`src/rtl/menu_pkg.sv`:
```
// Shared types and constants for the game-screen sequencer: screen
// encodings, menu item codes and the fixed counter widths.
package menu_pkg;

    typedef enum logic [1:0] {
        MENU     = 2'd0,
        HOWTO    = 2'd1,
        PLAY     = 2'd2,
        GAMEOVER = 2'd3
    } menu_state_t;

    typedef enum logic {
        SEL_START = 1'b0,
        SEL_HOWTO = 1'b1
    } menu_item_t;

    localparam int DEB_CNT_W   = 4;
    localparam int BLINK_CNT_W = 8;
    localparam int GO_CNT_W    = 10;

endpackage

```
`src/rtl/menu_controller_if.sv`:
```
// Bundle of the button, game-logic and compositor signals around the
// screen sequencer. The controller takes the slave view; whatever drives
// the buttons and consumes the enables takes the master view.
interface menu_controller_if;
    import menu_pkg::*;

    logic        frame_tick;
    logic        btn_up;
    logic        btn_down;
    logic        btn_select;
    logic        btn_back;
    logic        player_dead;

    menu_state_t state;
    logic        menu_sel;
    logic        start_en;
    logic        howto_en;
    logic        hud_en;
    logic        blink_on;
    logic        game_run;
    logic        game_reset;

    modport master (
        output frame_tick, btn_up, btn_down, btn_select, btn_back, player_dead,
        input  state, menu_sel, start_en, howto_en, hud_en, blink_on,
               game_run, game_reset
    );

    modport slave (
        input  frame_tick, btn_up, btn_down, btn_select, btn_back, player_dead,
        output state, menu_sel, start_en, howto_en, hud_en, blink_on,
               game_run, game_reset
    );

endinterface

```
`src/rtl/menu_controller_btn_debounce.sv`:
```
// Frame-rate debouncer for one button. A level change is accepted only
// after enough consecutive frame samples disagree with the current
// debounced level; a rising acceptance produces a one-clock press pulse.
module btn_debounce
    import menu_pkg::*;
#(
    parameter int DEBOUNCE_FRAMES = 3
) (
    input  logic clk,
    input  logic rst,
    input  logic frame_tick,
    input  logic btn_raw,
    output logic btn_press
);

    logic [DEB_CNT_W-1:0] cnt;
    logic                 level;

    // Count disagreeing frame samples, flip the level on the last one and
    // emit the press pulse in the following cycle when the flip is 0->1.
    always_ff @(posedge clk or posedge rst) begin
        if (rst) begin
            cnt       <= '0;
            level     <= 1'b0;
            btn_press <= 1'b0;
        end else begin
            btn_press <= 1'b0;
            if (frame_tick) begin
                if (btn_raw != level) begin
                    if (cnt == DEB_CNT_W'(DEBOUNCE_FRAMES - 1)) begin
                        cnt       <= '0;
                        level     <= btn_raw;
                        btn_press <= btn_raw;
                    end else begin
                        cnt <= cnt + DEB_CNT_W'(1);
                    end
                end else begin
                    cnt <= '0;
                end
            end
        end
    end

endmodule

```
`src/rtl/menu_controller.sv`:
```
// Screen sequencer for the VGA front end: debounces the four buttons,
// walks MENU / HOWTO / PLAY / GAMEOVER, blinks the menu highlight and
// gates the game logic. All outputs are registered from the next state.
module menu_controller
    import menu_pkg::*;
#(
    parameter int DEBOUNCE_FRAMES = 3,
    parameter int BLINK_FRAMES    = 30,
    parameter int GAMEOVER_FRAMES = 180
) (
    input logic              clk,
    input logic              rst,
    menu_controller_if.slave bus
);

    logic up_press, down_press, select_press, back_press;

    menu_state_t state_q, state_d;
    menu_item_t  sel_q, sel_d;
    logic        go_expire;

    logic [GO_CNT_W-1:0]    go_cnt;
    logic [BLINK_CNT_W-1:0] blink_cnt;
    logic                   blink_q;

    btn_debounce #(.DEBOUNCE_FRAMES(DEBOUNCE_FRAMES)) u_up (
        .clk(clk), .rst(rst), .frame_tick(bus.frame_tick),
        .btn_raw(bus.btn_up), .btn_press(up_press)
    );
    btn_debounce #(.DEBOUNCE_FRAMES(DEBOUNCE_FRAMES)) u_down (
        .clk(clk), .rst(rst), .frame_tick(bus.frame_tick),
        .btn_raw(bus.btn_down), .btn_press(down_press)
    );
    btn_debounce #(.DEBOUNCE_FRAMES(DEBOUNCE_FRAMES)) u_select (
        .clk(clk), .rst(rst), .frame_tick(bus.frame_tick),
        .btn_raw(bus.btn_select), .btn_press(select_press)
    );
    btn_debounce #(.DEBOUNCE_FRAMES(DEBOUNCE_FRAMES)) u_back (
        .clk(clk), .rst(rst), .frame_tick(bus.frame_tick),
        .btn_raw(bus.btn_back), .btn_press(back_press)
    );

    // Next screen and highlighted item; select beats back beats up/down,
    // and a dying player overrides any button while playing.
    always_comb begin
        state_d   = state_q;
        sel_d     = sel_q;
        go_expire = bus.frame_tick && (go_cnt == GO_CNT_W'(GAMEOVER_FRAMES - 1));
        case (state_q)
            MENU: begin
                if (select_press) begin
                    state_d = (sel_q == SEL_START) ? PLAY : HOWTO;
                end else if (!back_press) begin
                    if (up_press && !down_press) begin
                        sel_d = SEL_START;
                    end else if (down_press && !up_press) begin
                        sel_d = SEL_HOWTO;
                    end
                end
            end
            HOWTO: begin
                if (select_press || back_press) begin
                    state_d = MENU;
                    sel_d   = SEL_HOWTO;
                end
            end
            PLAY: begin
                if (bus.player_dead) begin
                    state_d = GAMEOVER;
                end else if (back_press) begin
                    state_d = MENU;
                    sel_d   = SEL_START;
                end
            end
            GAMEOVER: begin
                if (select_press || go_expire) begin
                    state_d = MENU;
                    sel_d   = SEL_START;
                end
            end
            default: begin
                state_d = MENU;
                sel_d   = SEL_START;
            end
        endcase
    end

    // Register the screen, the item and every decoded enable from the next
    // state so they all change together; game_reset marks the PLAY entry.
    always_ff @(posedge clk or posedge rst) begin
        if (rst) begin
            state_q        <= MENU;
            sel_q          <= SEL_START;
            bus.start_en   <= 1'b1;
            bus.howto_en   <= 1'b1;
            bus.hud_en     <= 1'b0;
            bus.game_run   <= 1'b0;
            bus.game_reset <= 1'b0;
        end else begin
            state_q        <= state_d;
            sel_q          <= sel_d;
            bus.start_en   <= (state_d == MENU);
            bus.howto_en   <= (state_d == MENU) || (state_d == HOWTO);
            bus.hud_en     <= (state_d == PLAY) || (state_d == GAMEOVER);
            bus.game_run   <= (state_d == PLAY);
            bus.game_reset <= (state_d == PLAY) && (state_q != PLAY);
        end
    end

    // Count frames spent in GAMEOVER; the count restarts on every entry
    // because it is held at zero whenever we are not staying there.
    always_ff @(posedge clk or posedge rst) begin
        if (rst) begin
            go_cnt <= '0;
        end else if (state_q == GAMEOVER && state_d == GAMEOVER) begin
            if (bus.frame_tick) begin
                go_cnt <= go_cnt + GO_CNT_W'(1);
            end
        end else begin
            go_cnt <= '0;
        end
    end

    // Blink the highlight while staying in MENU; any entry to MENU or time
    // spent elsewhere restarts the phase at "on".
    always_ff @(posedge clk or posedge rst) begin
        if (rst) begin
            blink_cnt <= '0;
            blink_q   <= 1'b1;
        end else if (state_q == MENU && state_d == MENU) begin
            if (bus.frame_tick) begin
                if (blink_cnt == BLINK_CNT_W'(BLINK_FRAMES - 1)) begin
                    blink_cnt <= '0;
                    blink_q   <= ~blink_q;
                end else begin
                    blink_cnt <= blink_cnt + BLINK_CNT_W'(1);
                end
            end
        end else begin
            blink_cnt <= '0;
            blink_q   <= 1'b1;
        end
    end

    assign bus.state    = state_q;
    assign bus.menu_sel = sel_q;
    assign bus.blink_on = blink_q;

endmodule

```
`src/flat_wrapper.sv`:
```
// flat-port wrapper written by rule: the top's interface ports become plain ports
module menu_controller_flat import menu_pkg::*;
#(
    parameter int DEBOUNCE_FRAMES = 3,
    parameter int BLINK_FRAMES    = 30,
    parameter int GAMEOVER_FRAMES = 180
)
  (clk, rst, bus_frame_tick, bus_btn_up, bus_btn_down, bus_btn_select, bus_btn_back, bus_player_dead, bus_state, bus_menu_sel, bus_start_en, bus_howto_en, bus_hud_en, bus_blink_on, bus_game_run, bus_game_reset);
  menu_controller_if bus_i ();
  input logic clk;
  input logic rst;
  input wire logic [$bits(bus_i.frame_tick)-1:0] bus_frame_tick;
  input wire logic [$bits(bus_i.btn_up)-1:0] bus_btn_up;
  input wire logic [$bits(bus_i.btn_down)-1:0] bus_btn_down;
  input wire logic [$bits(bus_i.btn_select)-1:0] bus_btn_select;
  input wire logic [$bits(bus_i.btn_back)-1:0] bus_btn_back;
  input wire logic [$bits(bus_i.player_dead)-1:0] bus_player_dead;
  output wire logic [$bits(bus_i.state)-1:0] bus_state;
  output wire logic [$bits(bus_i.menu_sel)-1:0] bus_menu_sel;
  output wire logic [$bits(bus_i.start_en)-1:0] bus_start_en;
  output wire logic [$bits(bus_i.howto_en)-1:0] bus_howto_en;
  output wire logic [$bits(bus_i.hud_en)-1:0] bus_hud_en;
  output wire logic [$bits(bus_i.blink_on)-1:0] bus_blink_on;
  output wire logic [$bits(bus_i.game_run)-1:0] bus_game_run;
  output wire logic [$bits(bus_i.game_reset)-1:0] bus_game_reset;
  assign bus_i.frame_tick = bus_frame_tick;
  assign bus_i.btn_up = bus_btn_up;
  assign bus_i.btn_down = bus_btn_down;
  assign bus_i.btn_select = bus_btn_select;
  assign bus_i.btn_back = bus_btn_back;
  assign bus_i.player_dead = bus_player_dead;
  assign bus_state = bus_i.state;
  assign bus_menu_sel = bus_i.menu_sel;
  assign bus_start_en = bus_i.start_en;
  assign bus_howto_en = bus_i.howto_en;
  assign bus_hud_en = bus_i.hud_en;
  assign bus_blink_on = bus_i.blink_on;
  assign bus_game_run = bus_i.game_run;
  assign bus_game_reset = bus_i.game_reset;
  menu_controller #(.DEBOUNCE_FRAMES(DEBOUNCE_FRAMES), .BLINK_FRAMES(BLINK_FRAMES), .GAMEOVER_FRAMES(GAMEOVER_FRAMES)) u_core (.clk(clk), .rst(rst), .bus(bus_i));
endmodule
```
`config.mk`:
```
export PLATFORM = sky130hd
export DESIGN_NAME = menu_controller_flat
export DESIGN_NICKNAME = d
export VERILOG_FILES = /design/src/rtl/menu_pkg.sv /design/src/rtl/menu_controller_if.sv /design/src/rtl/menu_controller_btn_debounce.sv /design/src/rtl/menu_controller.sv /design/src/flat_wrapper.sv
export SDC_FILE = /design/constraint.sdc
export NUM_CORES = 1
export LEC_CHECK = 0
export ABC_CLOCK_PERIOD_IN_PS = 1950
export CAP_MARGIN = 20
export CORE_ASPECT_RATIO = 1.5
export CORE_MARGIN = 4
export CORE_UTILIZATION = 23
export CTS_BUF_LIST = sky130_fd_sc_hd__clkbuf_8
export CTS_CLUSTER_SIZE = 25
export DETAILED_ROUTE_END_ITERATION = 8
export GPL_TIMING_DRIVEN = 0
export PLACE_DENSITY = 0.44
export SLEW_MARGIN = 15
export SYNTH_ARGS = -nofsm -noshare
export SYNTH_HDL_FRONTEND = slang
export SYNTH_SLANG_ARGS = --single-unit
```
`constraint.sdc`:
```
create_clock -name clk -period 1.95 [get_ports clk]
set_input_delay 0.39 -clock clk [delete_from_list [all_inputs] [get_ports clk]]
set_output_delay 0.39 -clock clk [all_outputs]
set_load 0.005 [all_outputs]
```
# Word level (Yosys, flattened, before mapping)
# Index checks and enable logic that the tools add are counted.
dict set report classes {
  reduce_logical 20
  bitwise_logic 1
  addsub 6
  n_eq_ne 27
  n_mux 44
}
# operator count
set op_table {}
lappend op_table {{$mux 4} 8}
lappend op_table {{$mux 8} 3}
lappend op_table {{$mux 1} 23}
lappend op_table {{$mux 10} 2}
lappend op_table {{$add 4x1->4 const B} 4}
lappend op_table {{$eq 4x2->1 const B} 4}
lappend op_table {{$ne 2x2->1 const B} 8}
lappend op_table {{$mux 2} 6}
lappend op_table {{$reduce_and 3->1} 4}
lappend op_table {{$add 10x1->10 const B} 1}
lappend op_table {{$eq 10x8->1 const B} 1}
lappend op_table {{$add 8x1->8 const B} 1}
lappend op_table {{$eq 2x2->1 const B} 4}
lappend op_table {{$eq 8x5->1 const B} 1}
lappend op_table {{$pmux 2 s4} 1}
lappend op_table {{$reduce_and 7->1} 1}
lappend op_table {{$logic_and 1x1->1} 6}
lappend op_table {{$eq 2x1->1 const B} 2}
lappend op_table {{$logic_not 2->1} 2}
lappend op_table {{$logic_or 1x1->1} 4}
lappend op_table {{$ne 1x1->1} 4}
lappend op_table {{$ne 2x1->1 const B} 2}
lappend op_table {{$pmux 1 s4} 1}
lappend op_table {{$ne 3x1->1 const B} 1}
lappend op_table {{3 further kinds} 4}
dict set report totals {
  in_bits 8
  register_bits 51
  word_cells 120
  output_inout_bits 9
}

# Logic depth before layout (Yosys ltp)
dict set report depth {
  word_depth 9
  depth_mapped 6
  ltp_nobuf 6
}

# Hierarchy
# From an unflattened synthesis, not the netlist that was laid out.
dict set report unflattened {
  cells_unflattened 244
  area_unflattened_um2 2603.7
}
# mod seq_area_each_um2 n_inst area_per_inst_um2 cells_each
set modules_own_cells {}
lappend modules_own_cells {menu_controller 679.4 1 1382.6 140}
lappend modules_own_cells {btn_debounce 150.1 4 305.3 26}

# Least setup slack after synthesis
# No wires, ideal clock.
dict set report synth_path {
  kind {flip-flop to flip-flop}
  from {register u_core.u_up.cnt[0]}
  to {register u_core.u_up.cnt[3]}
  arrival_ns 1.538
  stages_incl_launch_ff 7
  n_path_buf 0
  period_less_slack_ns 1.664
  slack_ns 0.286
  cell_sequence {dfrtp_1 > inv_1 > ha_1 > or3b_1 > and3_1 > and3_1 > a221o_1}
}
dict set report synth_via {
  elab_chain_len 3
}
# element line
set synth_rtl {}
lappend synth_rtl {{start: declaration} menu_controller_btn_debounce.sv:16} ;# logic [DEB_CNT_W-1:0] cnt;
lappend synth_rtl {{start signal: assignment} menu_controller_btn_debounce.sv:35} ;# cnt <= cnt + DEB_CNT_W'(1);
lappend synth_rtl {{$add 4x1->4 / $eq 4x2->1 (equally long branches)} {menu_controller_btn_debounce.sv:35, menu_controller_btn_debounce.sv:30}}
lappend synth_rtl {{$mux 4 *} menu_controller_btn_debounce.sv:30} ;# if (cnt == DEB_CNT_W'(DEBOUNCE_FRAMES - 1)) begin
lappend synth_rtl {{$mux 4 *} menu_controller_btn_debounce.sv:29} ;# if (btn_raw != level) begin
# Mark *: on every way between the ends. The rest lies on a longest branch, timed or not.
# A chain may end at the register's enable or synchronous reset.

# Final worst setup path
dict set report layout_path {
  from {register u_core.state_q[0] (netlist: u_core.bus.state[0])}
  to {output bus_state[0]}
}
# element line
set layout_lines {}
lappend layout_lines {{start: declaration} menu_controller.sv:18} ;# menu_state_t state_q, state_d;
lappend layout_lines {{start signal: assignment} menu_controller.sv:100} ;# state_q <= state_d;
lappend layout_lines {{end: declaration} flat_wrapper.sv:18} ;# output wire logic [$bits(bus_i.state)-1:0] bus_state;
# No word-level cell between the ends.

==> results by group <==
Clock tree
  – CTS tree: built
  – H-tree depth: 2
  – Postcts setup bufs: 0
  – Worst-path clk slew: 0.09 ns
  – Clock buffer depth: 2
  – Clk sinks: 51
  – Clock Latency Late Sink: 0.30 ns
  – Hold_buf cts: 0
  – TritonCTS buffer count: 5
  – CTS root buffer: clkbuf_8

Worst hold path
  – Class of the worst hold path: input port to asynchronous set/reset pin

STA
  – Fmax achieved: 552 MHz
  – Final Setup Violations: 0
  – Worst slew pin tran: 0.636 ns
  – Setup Skew: approximately 0.0048 ns
  – PnR worst setup slack: 0.139 ns
  – Worst slew margin: between 50% and 60%
  – Crit path time final: 1.81 ns
  – Final Cycle Share: a little over 90%
  – Unrepaired setup endpoints after global routing: false
  – Final Hold Fails: 0
  – Pins Over Slew Limit: 0

Placement
  – Place WS: -0.495 ns
  – Placed inst area: 0.00294 mm2
  – Buffers added on ports: 16
  – Placed Cells: 402
  – Final Wtd Congestion: 0.716
  – Placed wire-length estimate: 3620 um

Synth
  – Syn nets: 257
  – EDFF count, synth: 0
  – Mapped cell area: between 0.002 and 0.003 mm2
  – Dominant cell type by area after synthesis: dfrtp_1
  – Top cells by area, synth: dfrtp_1 (47%), ha_1 (5.3%), xor2_1 (4.1%)
  – Syn avg cell area: ~11 um2
  – Synth warnings: 0
  – Share of the synthesized area in the top cell type: 46.6%
  – Register area share after synthesis: 49.7%
  – Yosys cell types: 48
  – Cells after Synth: 238
  – Yosys reg bits: 51
  – Commonest cells in the netlist: dfrtp_1 (48), nor2_1 (20), nand3_1 (15)
  – Top_reg_cell synth: dfrtp_1
  – Most common cell in the synthesized netlist: dfrtp_1
  – Post-synth ARST share: 100%

Global routing
  – Tot GR Track Use: 9.08%
  – GR peak layer: met2
  – Largest net degree at the start of global routing: 31
  – Total global routing overflow: 0
  – Met3 Usage GRT: 1.86%
  – Initial antenna violation count: 0
  – First-pass GRT wire length: approximately 9100 um
  – Met1 Use GR: 9.87%
  – Vias in the first global route: between 1500 and 2000
  – Met2 Use GR: 16.6%

Setup path
  – CP Cell Sequence: clkdlybuf4s50_1
  – Crit start category: flip-flop
  – Worst path arrival time: 1.42 ns
  – Critical path capture point type: output pin
  – Slowest-stage cell, CP: clkdlybuf4s50_1
  – Crit path max fanout: 10
  – Crit path kind: flip-flop to output pin
  – Largest delay share family, worst path: buffers and inverters
  – CP max stage delay: 0.57 ns
  – CP bufs+invs: 1
  – Worst endpoint required time: 1.56 ns

Die
  – Die W: 94.4 um
  – Top-Level Pins: 17
  – Std cell rows: 47
  – Chip height: around 140 um
  – Initial core utilization: 23.4%
  – Die footprint: 0.0130 mm2
  – CORE AREA: 0.0110 mm2

Pwr
  – Total power: approximately 2900 uW
  – Worst ir drop on vdd: 0.000261 V
  – Leak: 0.00130 uW
  – PD cells: 957 mW/mm2

Drt
  – WL/cell: roughly 13 um
  – Total vias in the final route: 1799
  – DR DRC count: 0
  – Initial drt markers: 60
  – Avg Vias per Cell: roughly 4.4
  – DRT antenna net count: 0
  – TritonRoute pass-1 iters: 4
  – Final WL: 5400 um

Outcome
  – Status: finished clean

Cells and area
  – Ant. Diodes: 0
  – Core Util, Final: 27.5%
  – Finished Layout Cells: ~400
  – Area Overhead vs Synth: 17.4%
  – Nets: 281
  – Post-route design area: ~0.0030 mm2
  – Layout cells sized above 1: under 10%
  – Layout filler cell count: 1190

Run
  – Max cap viols: 0
-- layout make-up --
class | count | area (um2) | area share [%]
Timing Repair Buffer | 17 | 180 | 5.96
Sequential cell | 51 | 1280 | 42.3
Tap cell | 147 | 184 | 6.08
Inverter | 12 | 45.0 | 1.49
Clock inverter | 2 | 7.51 | 0.248
Clock buffer | 5 | 68.8 | 2.28
Buffer | 9 | 60.1 | 1.99
Multi-Input combinational cell | 166 | 1200 | 39.6
-- flip-flops by register name, summed over array words and instances, names as in the netlist, 2 cells and up --
name	flops
u_core.blink_cnt	8
u_core.u_up.cnt	4
u_core.u_select.cnt	4
u_core.go_cnt	10
u_core.bus.state	2
u_core.u_back.cnt	4
u_core.u_down.cnt	4
-- stage by stage --
| step | hold slack (ns) | TNS (ns) |
|---|---|---|
| 3_5_place_dp | 0.461 | -6.50 |
| 6_report | 0.436 | 0 |
| 5_1_grt | 0.485 | 0 |
| 3_3_place_gp | 0.459 | -47.26 |
| 2_1_floorplan | 0.441 | 0 |
| 4_1_cts | 0.442 | 0 |
-- what timing repair did --
action	4_1_cts	5_1_grt
setup endpoints to repair	10	6
cloned	0	0
gates resized for setup	1	3
-- layout by cell type (no fill, tap or decap), types with 7 or more instances in the layout --
| cell | count |
|---|---|
| dfrtp_1 | 48 |
| nor2_1 | 20 |
| clkdlybuf4s50_1 | 16 |
| nand3_1 | 15 |
| inv_1 | 13 |
| xor2_1 | 12 |
| ha_1 | 11 |
| nor3b_1 | 10 |
| a21oi_1 | 9 |
| o21ai_0 | 7 |
| xnor2_1 | 7 |
-- cells by family after synthesis --
| kind of cell | after synthesis | share of synthesized area (%) |
|---|---|---|
| simple gates | 85 | 18.8 |
| fa+ha+maj | 11 | 5.34 |
| buf+inv | 21 | 4.03 |
| compound gates | 41 | 11.6 |
| flops | 51 | 49.7 |
| xor+xnor | 19 | 6.46 |
| mux | 10 | 4.08 |
-- layer usage --
metal | up-vias | wire length, um
met4 | 0 | 117
met2 | 18 | 2790
met1 | 882 | 2340
met3 | 5 | 152
li1 | 894 | -
met5 | - | 0
-- path summary, 6_finish.rpt --
kind,start,end,slack [ns],cells past startpoint
worst min-delay path,rst,u_core.go_cnt[5],0.44,2
worst max register to register,u_core.go_cnt[3],u_core.bus.state[0],0.17,4
max in group asynchronous,rst,u_core.bus.howto_en,0.90,3
worst min register to register,u_core.u_select.level,u_core.u_select.btn_press,0.48,1
worst max-delay path,u_core.bus.state[0],bus_state[0],0.14,1
min in group clk,u_core.u_select.level,u_core.u_select.btn_press,0.48,1
-- power breakdown --
group	internal, uW	total (uW)	switching, uW
Clock	238	583	345
Combinational	423	838	416
Sequential	1270	1470	204
(Power assumes the default switching activity.)
